==> src/rtl/types.sv <==
// Shared CPU types: ALU opcodes, operand routing enums, execute-stage state and flag-update masks.
package types;

    localparam int unsigned DATA_W = 4;

    typedef enum logic [3:0] {
        ALU_ADD,
        ALU_ADC,
        ALU_ADC_NO_DEC,
        ALU_SUB,
        ALU_SBC,
        ALU_CP,
        ALU_AND,
        ALU_OR,
        ALU_XOR,
        ALU_NOT,
        ALU_RRC,
        ALU_RLC
    } alu_op;

    typedef enum logic [2:0] {
        SRC_REG_A,
        SRC_REG_B,
        SRC_MEM_X,
        SRC_MEM_Y,
        SRC_IMM
    } operand_src;

    typedef enum logic [2:0] {
        DST_REG_A,
        DST_REG_B,
        DST_MEM_X,
        DST_MEM_Y,
        DST_NONE
    } operand_dest;

    typedef enum logic [2:0] {
        IDLE,
        READ_A,
        LOAD_A,
        READ_B,
        LOAD_B,
        EXEC
    } exec_state_t;

    // Operation context held from start until writeback.
    typedef struct packed {
        alu_op       op;
        operand_src  src_a;
        operand_src  src_b;
        operand_dest dest;
    } exec_ctx_t;

    // {Z,C} flags that an operation updates; D only changes through a direct flag load.
    function automatic logic [1:0] alu_flag_mask(alu_op op);
        logic [1:0] mask;
        mask = 2'b00;
        case (op)
            ALU_ADD, ALU_ADC, ALU_ADC_NO_DEC, ALU_SUB, ALU_SBC,
            ALU_RRC, ALU_RLC, ALU_CP:               mask = 2'b11;
            ALU_AND, ALU_OR, ALU_XOR, ALU_NOT:      mask = 2'b10;
            default:                                mask = 2'b00;
        endcase
        return mask;
    endfunction

endpackage

==> src/rtl/alu.sv <==
// Combinational 4-bit ALU: binary/BCD add and subtract, logic ops, rotate through carry.
module alu
    import types::*;
(
    input  alu_op              op,
    input  logic [DATA_W-1:0]  a,
    input  logic [DATA_W-1:0]  b,
    input  logic               carry_in,
    input  logic               decimal,
    output logic [DATA_W-1:0]  result,
    output logic               flag_carry_out,
    output logic               flag_zero_out
);

    localparam int unsigned W1 = DATA_W + 1;

    logic [W1-1:0] wide;
    logic          cin;

    always_comb begin
        wide           = '0;
        result         = '0;
        flag_carry_out = 1'b0;
        cin            = (op == ALU_ADC || op == ALU_ADC_NO_DEC || op == ALU_SBC) ? carry_in : 1'b0;
        case (op)
            ALU_ADD, ALU_ADC, ALU_ADC_NO_DEC: begin
                wide = W1'(a) + W1'(b) + W1'(cin);
                if (decimal && op != ALU_ADC_NO_DEC && wide > W1'(9)) begin
                    wide           = wide + W1'(6);
                    flag_carry_out = 1'b1;
                end else begin
                    flag_carry_out = wide[DATA_W];
                end
                result = wide[DATA_W-1:0];
            end
            // Carry acts as borrow; compare is always binary.
            ALU_SUB, ALU_SBC, ALU_CP: begin
                wide           = W1'(a) - W1'(b) - W1'(cin);
                flag_carry_out = wide[DATA_W];
                if (decimal && op != ALU_CP && wide[DATA_W]) begin
                    wide = wide - W1'(6);
                end
                result = wide[DATA_W-1:0];
            end
            ALU_AND: result = a & b;
            ALU_OR:  result = a | b;
            ALU_XOR: result = a ^ b;
            ALU_NOT: result = ~a;
            ALU_RRC: begin
                result         = {carry_in, a[DATA_W-1:1]};
                flag_carry_out = a[0];
            end
            ALU_RLC: begin
                result         = {a[DATA_W-2:0], carry_in};
                flag_carry_out = a[DATA_W-1];
            end
            default: result = '0;
        endcase
    end

    assign flag_zero_out = (result == '0);

endmodule

==> src/rtl/alu_exec.sv <==
// Execute stage: gathers operands from regs/memory/immediate, drives the ALU,
// commits the result and owns the architectural C/Z/D flag register.
module alu_exec
    import types::*;
#(
    parameter int unsigned ADDR_WIDTH = 12
) (
    input  logic                  clk,
    input  logic                  reset_n,
    input  logic                  start,
    input  alu_op                 op,
    input  operand_src            src_a,
    input  operand_src            src_b,
    input  operand_dest           dest,
    input  logic [DATA_W-1:0]     imm,
    input  logic [DATA_W-1:0]     reg_a,
    input  logic [DATA_W-1:0]     reg_b,
    input  logic [ADDR_WIDTH-1:0] x_addr,
    input  logic [ADDR_WIDTH-1:0] y_addr,
    output logic                  mem_read_en,
    output logic [ADDR_WIDTH-1:0] mem_addr,
    input  logic [DATA_W-1:0]     mem_read_data,
    output logic                  mem_write_en,
    output logic [DATA_W-1:0]     mem_write_data,
    output logic                  reg_write_en,
    output logic                  reg_write_sel,
    output logic [DATA_W-1:0]     reg_write_data,
    input  logic                  flag_write_en,
    input  logic [2:0]            flag_write_data,
    output logic                  flag_carry,
    output logic                  flag_zero,
    output logic                  flag_decimal,
    output logic                  busy,
    output logic                  done
);

    exec_state_t           state_q, state_d;
    exec_ctx_t             ctx_q, ctx_d;
    logic [ADDR_WIDTH-1:0] x_q, x_d, y_q, y_d;
    logic [DATA_W-1:0]     temp_a_q, temp_a_d, temp_b_q, temp_b_d;
    logic [2:0]            flags_d;
    logic                  pend_c_q, pend_c_d, pend_z_q, pend_z_d;
    logic [1:0]            flag_mask;

    logic                  mem_read_en_d, mem_write_en_d, reg_write_en_d, reg_write_sel_d;
    logic                  busy_d, done_d;
    logic [ADDR_WIDTH-1:0] mem_addr_d;
    logic [DATA_W-1:0]     mem_write_data_d, reg_write_data_d;

    logic [DATA_W-1:0]     alu_result;
    logic                  alu_carry, alu_zero;

    function automatic logic is_mem(operand_src s);
        return (s == SRC_MEM_X) || (s == SRC_MEM_Y);
    endfunction

    function automatic logic [DATA_W-1:0] operand_value(input operand_src s,
                                                        input logic [DATA_W-1:0] ra,
                                                        input logic [DATA_W-1:0] rb,
                                                        input logic [DATA_W-1:0] im);
        logic [DATA_W-1:0] v;
        case (s)
            SRC_REG_A: v = ra;
            SRC_REG_B: v = rb;
            SRC_IMM:   v = im;
            default:   v = '0;
        endcase
        return v;
    endfunction

    assign flag_mask = alu_flag_mask(ctx_q.op);

    // Next state, operand capture and flag register update.
    always_comb begin
        state_d  = state_q;
        ctx_d    = ctx_q;
        x_d      = x_q;
        y_d      = y_q;
        temp_a_d = temp_a_q;
        temp_b_d = temp_b_q;
        flags_d  = {flag_decimal, flag_zero, flag_carry};
        case (state_q)
            IDLE: begin
                if (flag_write_en && !done) begin
                    flags_d = flag_write_data;
                end
                if (start) begin
                    ctx_d    = '{op: op, src_a: src_a, src_b: src_b, dest: dest};
                    x_d      = x_addr;
                    y_d      = y_addr;
                    temp_a_d = operand_value(src_a, reg_a, reg_b, imm);
                    temp_b_d = operand_value(src_b, reg_a, reg_b, imm);
                    if (is_mem(src_a)) begin
                        state_d = READ_A;
                    end else if (is_mem(src_b)) begin
                        state_d = READ_B;
                    end else begin
                        state_d = EXEC;
                    end
                end
            end
            READ_A: state_d = LOAD_A;
            LOAD_A: begin
                temp_a_d = mem_read_data;
                state_d  = is_mem(ctx_q.src_b) ? READ_B : EXEC;
            end
            READ_B: state_d = LOAD_B;
            LOAD_B: begin
                temp_b_d = mem_read_data;
                state_d  = EXEC;
            end
            EXEC: begin
                if (flag_mask[0]) flags_d[0] = pend_c_q;
                if (flag_mask[1]) flags_d[1] = pend_z_q;
                state_d = IDLE;
            end
            default: state_d = IDLE;
        endcase
    end

    // ALU sees the operands as they will be on entry to EXEC so the writeback can be registered.
    alu u_alu (
        .op             (ctx_d.op),
        .a              (temp_a_d),
        .b              (temp_b_d),
        .carry_in       (flags_d[0]),
        .decimal        (flags_d[2]),
        .result         (alu_result),
        .flag_carry_out (alu_carry),
        .flag_zero_out  (alu_zero)
    );

    // Registered output decode for the state being entered.
    always_comb begin
        mem_read_en_d    = 1'b0;
        mem_addr_d       = '0;
        mem_write_en_d   = 1'b0;
        mem_write_data_d = '0;
        reg_write_en_d   = 1'b0;
        reg_write_sel_d  = 1'b0;
        reg_write_data_d = '0;
        done_d           = 1'b0;
        pend_c_d         = pend_c_q;
        pend_z_d         = pend_z_q;
        busy_d           = (state_d != IDLE);
        case (state_d)
            READ_A: begin
                mem_read_en_d = 1'b1;
                mem_addr_d    = (ctx_d.src_a == SRC_MEM_Y) ? y_d : x_d;
            end
            READ_B: begin
                mem_read_en_d = 1'b1;
                mem_addr_d    = (ctx_d.src_b == SRC_MEM_Y) ? y_d : x_d;
            end
            EXEC: begin
                done_d   = 1'b1;
                pend_c_d = alu_carry;
                pend_z_d = alu_zero;
                if (ctx_d.op != ALU_CP) begin
                    case (ctx_d.dest)
                        DST_REG_A, DST_REG_B: begin
                            reg_write_en_d   = 1'b1;
                            reg_write_sel_d  = (ctx_d.dest == DST_REG_B);
                            reg_write_data_d = alu_result;
                        end
                        DST_MEM_X, DST_MEM_Y: begin
                            mem_write_en_d   = 1'b1;
                            mem_addr_d       = (ctx_d.dest == DST_MEM_Y) ? y_d : x_d;
                            mem_write_data_d = alu_result;
                        end
                        default: ;
                    endcase
                end
            end
            default: ;
        endcase
    end

    always_ff @(posedge clk or negedge reset_n) begin
        if (!reset_n) begin
            state_q        <= IDLE;
            ctx_q          <= '{op: ALU_ADD, src_a: SRC_REG_A, src_b: SRC_REG_A, dest: DST_REG_A};
            x_q            <= '0;
            y_q            <= '0;
            temp_a_q       <= '0;
            temp_b_q       <= '0;
            pend_c_q       <= 1'b0;
            pend_z_q       <= 1'b0;
            flag_decimal   <= 1'b0;
            flag_zero      <= 1'b0;
            flag_carry     <= 1'b0;
            mem_read_en    <= 1'b0;
            mem_addr       <= '0;
            mem_write_en   <= 1'b0;
            mem_write_data <= '0;
            reg_write_en   <= 1'b0;
            reg_write_sel  <= 1'b0;
            reg_write_data <= '0;
            busy           <= 1'b0;
            done           <= 1'b0;
        end else begin
            state_q        <= state_d;
            ctx_q          <= ctx_d;
            x_q            <= x_d;
            y_q            <= y_d;
            temp_a_q       <= temp_a_d;
            temp_b_q       <= temp_b_d;
            pend_c_q       <= pend_c_d;
            pend_z_q       <= pend_z_d;
            {flag_decimal, flag_zero, flag_carry} <= flags_d;
            mem_read_en    <= mem_read_en_d;
            mem_addr       <= mem_addr_d;
            mem_write_en   <= mem_write_en_d;
            mem_write_data <= mem_write_data_d;
            reg_write_en   <= reg_write_en_d;
            reg_write_sel  <= reg_write_sel_d;
            reg_write_data <= reg_write_data_d;
            busy           <= busy_d;
            done           <= done_d;
        end
    end

endmodule

==> config.mk <==
export PLATFORM = sky130hd
export DESIGN_NAME = alu_exec
export DESIGN_NICKNAME = d
export VERILOG_FILES = /design/src/rtl/types.sv /design/src/rtl/alu.sv /design/src/rtl/alu_exec.sv
export SDC_FILE = /design/constraint.sdc
export NUM_CORES = 1
export LEC_CHECK = 0
export BUFFER_PORTS_ARGS = -buffer_cell sky130_fd_sc_hd__buf_2
export CORE_MARGIN = 4
export CORE_UTILIZATION = 56
export DETAILED_ROUTE_END_ITERATION = 12
export HOLD_SLACK_MARGIN = 0.03
export PLACE_DENSITY = 0.77
export SYNTH_ARGS = -nofsm -noshare
export SYNTH_HDL_FRONTEND = slang
export SYNTH_SLANG_ARGS = --single-unit
==> constraint.sdc <==
create_clock -name clk -period 5.25 [get_ports clk]
set_input_delay 1.05 -clock clk [delete_from_list [all_inputs] [get_ports clk]]
set_output_delay 1.05 -clock clk [all_outputs]
set_load 0.05 [all_outputs]
After elaboration in Yosys (flattened, before gate mapping)

Memories as Yosys holds them, arrays and structs flattened.
Index checks and enable logic that the tools add are counted.

Memories: 1
Logic and storage cells: 149
Latch bits: 0
Bits in registers: 79
Bits in writable memories: 0
Bits of input ports: 60
ROM bits: 32
Output and inout port bits: 29

Shift operators: 0
Muxes and demuxes: 51
Reduce and logical (&&, ||, !) cells: 25
Divide/modulo/power cells: 0
Multipliers: 0
Bitwise logic cells: 4
Add/subtract/negate cells: 6
Eq/ne operators: 38
Magnitude comparators: 1

Memories:

| name            | words | width | rd ports | clocked after memory_dff | write ports | line        | RTL |
|---|---|---|---|---|---|---|---|
| (no name shown) | 16    | 2     | 1        | 0                        | 0           | types.sv:58 | `case (op)` |

Operators with widths:

| operator                                                      | number |
|---|---|
| two-way mux 12 bit                                            | 9 |
| two-way mux 4 bit                                             | 10 |
| == test 3 x 2 -> 1 bit, second input constant                 | 13 |
| case mux 12 bit (3 select lines)                              | 1 |
| case mux 4 bit (8 select lines)                               | 1 |
| two-way mux 13 bit                                            | 2 |
| case mux 4 bit (3 select lines)                               | 2 |
| == test 4 x 3 -> 1 bit, second input constant                 | 4 |
| == test 4 bit, second input constant                          | 4 |
| two-way mux 1 bit                                             | 16 |
| case mux 4 bit (2 select lines)                               | 2 |
| == test 3 x 1 -> 1 bit, second input constant                 | 5 |
| == test 3 bit, second input constant                          | 5 |
| two-way mux 3 bit                                             | 5 |
| case mux 3 bit (5 select lines)                               | 1 |
| logical NOT 3 bit                                             | 4 |
| == test 4 x 2 -> 1 bit, second input constant                 | 2 |
| logical NOT 4 bit                                             | 2 |
| OR reduction 2 bit                                            | 3 |
| OR reduction 3 bit                                            | 2 |
| adder 4 x 4 -> 5 bit                                          | 1 |
| adder 5 x 1 -> 5 bit                                          | 1 |
| greater-than comparator 5 x 4 -> 1 bit, second input constant | 1 |
| logical AND 1 bit                                             | 5 |
| other kinds (19)                                              | 24 |

Logic depth before layout (Yosys ltp)

Depth in word-level cells: 14
Depth in mapped cells: 20
Depth with buffers taken out: 18

By module

Synthesis repeated with hierarchy kept, for this count alone.

Cells, all modules: 535
Area, all modules: 5117.4 um^2

By module, submodules not included:

| module   | times used | sequential area each (um^2) | area each (um^2) | cells an instance |
|---|---|---|---|---|
| alu_exec | 1          | 1976.9                      | 4001.3           | 388 |
| alu      | 1          | 0.0                         | 1116.1           | 147 |

Worst setup path before layout

Ideal clock, no wire load.

Path type: input to register
Start: in start
End: reg pend_z_q
Library setup time: 0.066 ns
Setup slack: 0.360 ns
Stages on the path: 18
Arrival: 4.824 ns
Buffers on the path: 1
Required time: 5.184 ns
Path through: nor4b_4 > buf_2 > mux2i_1 > inv_1 > nor2_1 > nor3_1 > a211o_1 > nand3_1 > inv_1 > fa_1 > fa_1 > nor2b_1 > o21ai_0 > o221ai_2 > mux2_1 > a211oi_1 > a21boi_2 > a31o_1

RTL lines:

| item                 | line            | RTL |
|---|---|---|
| from (decl)          | alu_exec.sv:10  | `input logic start,` |
| to (signal assigned) | alu_exec.sv:209 | `pend_z_q <= pend_z_d;` |
| to (decl)            | alu_exec.sv:42  | `logic pend_c_q, pend_c_d, pend_z_q, pend_z_d;` |

==> results.sh <==
export IMPL_drt_first_pass_iters=4
export IMPL_fp_dieH_um=97.7
export IMPL_antenna_found_initial=0
export IMPL_drive_gt1_share_pct=31.7
export IMPL_relSlewSlack_pct=35.8
export IMPL_ff2ff_path_depth=17
export IMPL_fmax_ghz=0.211
export IMPL_synth_area_um2=4510
export IMPL_holdBufCountCts=0
export IMPL_drt_antenna_violating_nets=0
export IMPL_grt_pass1_vias=3749
export IMPL_grt_usage_pct=24.1
export IMPL_finalNetCount=584
export IMPL_final_common_cell="buf_2"
export IMPL_setup_viol_count_final=0
export IMPL_slew_viol_final=0
export IMPL_ys_flop_type="dfrtp_1"
export IMPL_worst_pin_slew_ps=963
export IMPL_finalCritPeriodShare_pct=90.4
export IMPL_hpwl_um=8330
export IMPL_syn_inst=421
export IMPL_gp_congestion=1.00
export IMPL_cp_arrival_ps=5030
export IMPL_dr_total_vias=3584
export IMPL_cts_tree="built"
export IMPL_clk_pin_slew_ps=90
export IMPL_synth_area_leaders="dfrtp_1, mux2_2, mux2i_1"
export IMPL_wirelength_um=11200
export IMPL_period_needed_ps=4750
export IMPL_final_cell_mix="buf_2, dfrtp_1, mux2_2"
export IMPL_cts_made_buffers=9
export IMPL_status="finished clean"
export IMPL_r2r_end="pend_z_q"
export IMPL_synth_edf_count=0
export IMPL_cts_buffer_depth=2
export IMPL_synth_net_count=499
export IMPL_route_detailed_wl_per_inst_um=18.2
export IMPL_portBuffers=88
export IMPL_die_area_um2=9550
export IMPL_rsz0062_at_grt="false"
export IMPL_hold_path_depth=2
export IMPL_crit_path_end_kind="register"
export IMPL_grt_overflow_total=0
export IMPL_path_class="input port to register"
export IMPL_area_growth_syn_to_layout_pct=17.1
export IMPL_synthArstFlopShare_pct=100
export IMPL_core_area_um2=7770
export IMPL_cap_violations=0
export IMPL_drc=0
export IMPL_final_hold_viol_count=0
export IMPL_finalSetupTns_ps=0
export IMPL_leakage_nw=2.55
export IMPL_ys_warn_count=0
export IMPL_post_route_util_pct=68.0
export IMPL_critPathLaunchType="input port"
export IMPL_synth_seq_area_share_pct=43.9
export IMPL_ctsRootBufferMaster="clkbuf_8"
export IMPL_synth_top_cell_area_share_pct=43.9
export IMPL_syn_avg_cell_area_um2=10.7
export IMPL_die_w_um=97.7
export IMPL_drtIter0Drc=187
export IMPL_p_per_area_nw_per_um2=721
export IMPL_rrSetupSlack_ps=630
export IMPL_crit_start="start"
export IMPL_cts_resized=0
export IMPL_vias_per_cell=5.85
export IMPL_cts_setup_buffers=0
export IMPL_hold_end="ctx_q[2]"
export IMPL_place_area_um2=5030
export IMPL_stdcell_area_um2=5280
export IMPL_numClockSinks=79
export IMPL_n_antenna_cell=0
export IMPL_hp_start="ctx_q[2]"
export IMPL_yosysTopAreaCell="dfrtp_1"
export IMPL_rows=32
export IMPL_grt_max_degree=80
export IMPL_initial_core_util_pct=58.0
export IMPL_required_ps=5540
export IMPL_hold_ws_ps=494
export IMPL_cts_max_level=3
export IMPL_vdd_drop_max_v=0.000370
export IMPL_r2r_start="state_q[2]"
export IMPL_clock_skew_ps=11.3
export IMPL_ys_types=66
export IMPL_hp_class="register to register"
export IMPL_grt_pass1_wl_um=18500
export IMPL_ys_ff_latch=79
export IMPL_worstSkewPairLatency_ps=350
export IMPL_ioPinCount=89
export IMPL_path_max_fanout=5
critical path, stage by stage:
cell and delay [ps]:
buf_2 130, nor4b_4 300, mux2i_1 270, inv_1 110
nor2_1 140, nor3_1 70, a211o_1 280, nand3_1 110
inv_1 70, fa_1 410, fa_1 410, nor2b_1 160
o21ai_0 360, o221ai_2 210, mux2_1 350, a211oi_1 210
a21boi_2 240, a31o_1 160
metrics by stage:
stage                     worst slack [ps]  total power [W]  std cells
final                                  505          0.00381        613
after global routing                   254          0.00411        613
after floorplan                        360          0.00270        421
after detailed placement               176          0.00323        597
after CTS                              518          0.00381        613
after global placement                 324          0.00317        597
area by class of cell:
cell class	count	area [µm²]
Fill cell	611	2490
Clock buffer	10	128
Multi-Input combinational cell	284	2280
Sequential cell	79	1980
Inverter	34	128
Clock inverter	6	118
Tap cell	102	128
Timing Repair Buffer	98	518
cell usage after synthesis (all sizes together), types with 6 or more instances:
library cell / count
dfrtp: 79
clkbuf: 11
nand2: 23
o21ai: 20
nor4b: 6
ha: 14
nor2b: 10
a22o: 13
mux2: 36
a21oi: 11
and2: 8
buf: 13
a22oi: 6
mux2i: 21
nor2: 21
inv: 34
power breakdown:
| group | internal, W | switching (W) |
|---|---|---|
| sequential | 0.000858 | 0.000165 |
| combinational | 0.000903 | 0.00132 |
| clock | 0.000321 | 0.000243 |
| total | 0.00208 | 0.00173 |
logic make-up after synthesis:
family / Yosys count / share of synthesized area, %
AND/OR/NAND/NOR: 102 / 13.5
AO/OA/AOI/OAI: 101 / 16.7
flip-flops: 79 / 43.9
buffers and inverters: 58 / 5.47
multiplexers: 57 / 13.7
adder cells (fa/ha/maj): 18 / 5.66
XOR/XNOR: 6 / 1.17
registers in the layout (all words and copies together) (netlist names):
name,count
ctx_q,13
mem_addr,12
x_q,12
y_q,12
mem_write_data,4
reg_write_data,4
temp_a_q,4
temp_b_q,4
state_q,3
busy,1
done,1
flag_carry,1
flag_decimal,1
flag_zero,1
mem_read_en,1
mem_write_en,1
pend_c_q,1
pend_z_q,1
reg_write_en,1
reg_write_sel,1
worst max path at each step:
stage,to,slack [ps],cells past startpoint
final,pend_z_q,500,18
after floorplan,pend_z_q,360,18
after global placement,pend_z_q,320,18
after global routing,pend_z_q,250,18
after CTS,pend_z_q,520,18
after detailed placement,pend_z_q,180,18
layer usage:
metal | up-vias | GRT usage (%) | part of all wire (%)
met5 | - | 0 | 0
li1 | 1682 | - | -
met3 | 18 | 5.31 | 5.4
met4 | 0 | 7.45 | 2.3
met1 | 1767 | 30.8 | 43
met2 | 117 | 41.0 | 50
(Power assumes the default switching activity.)
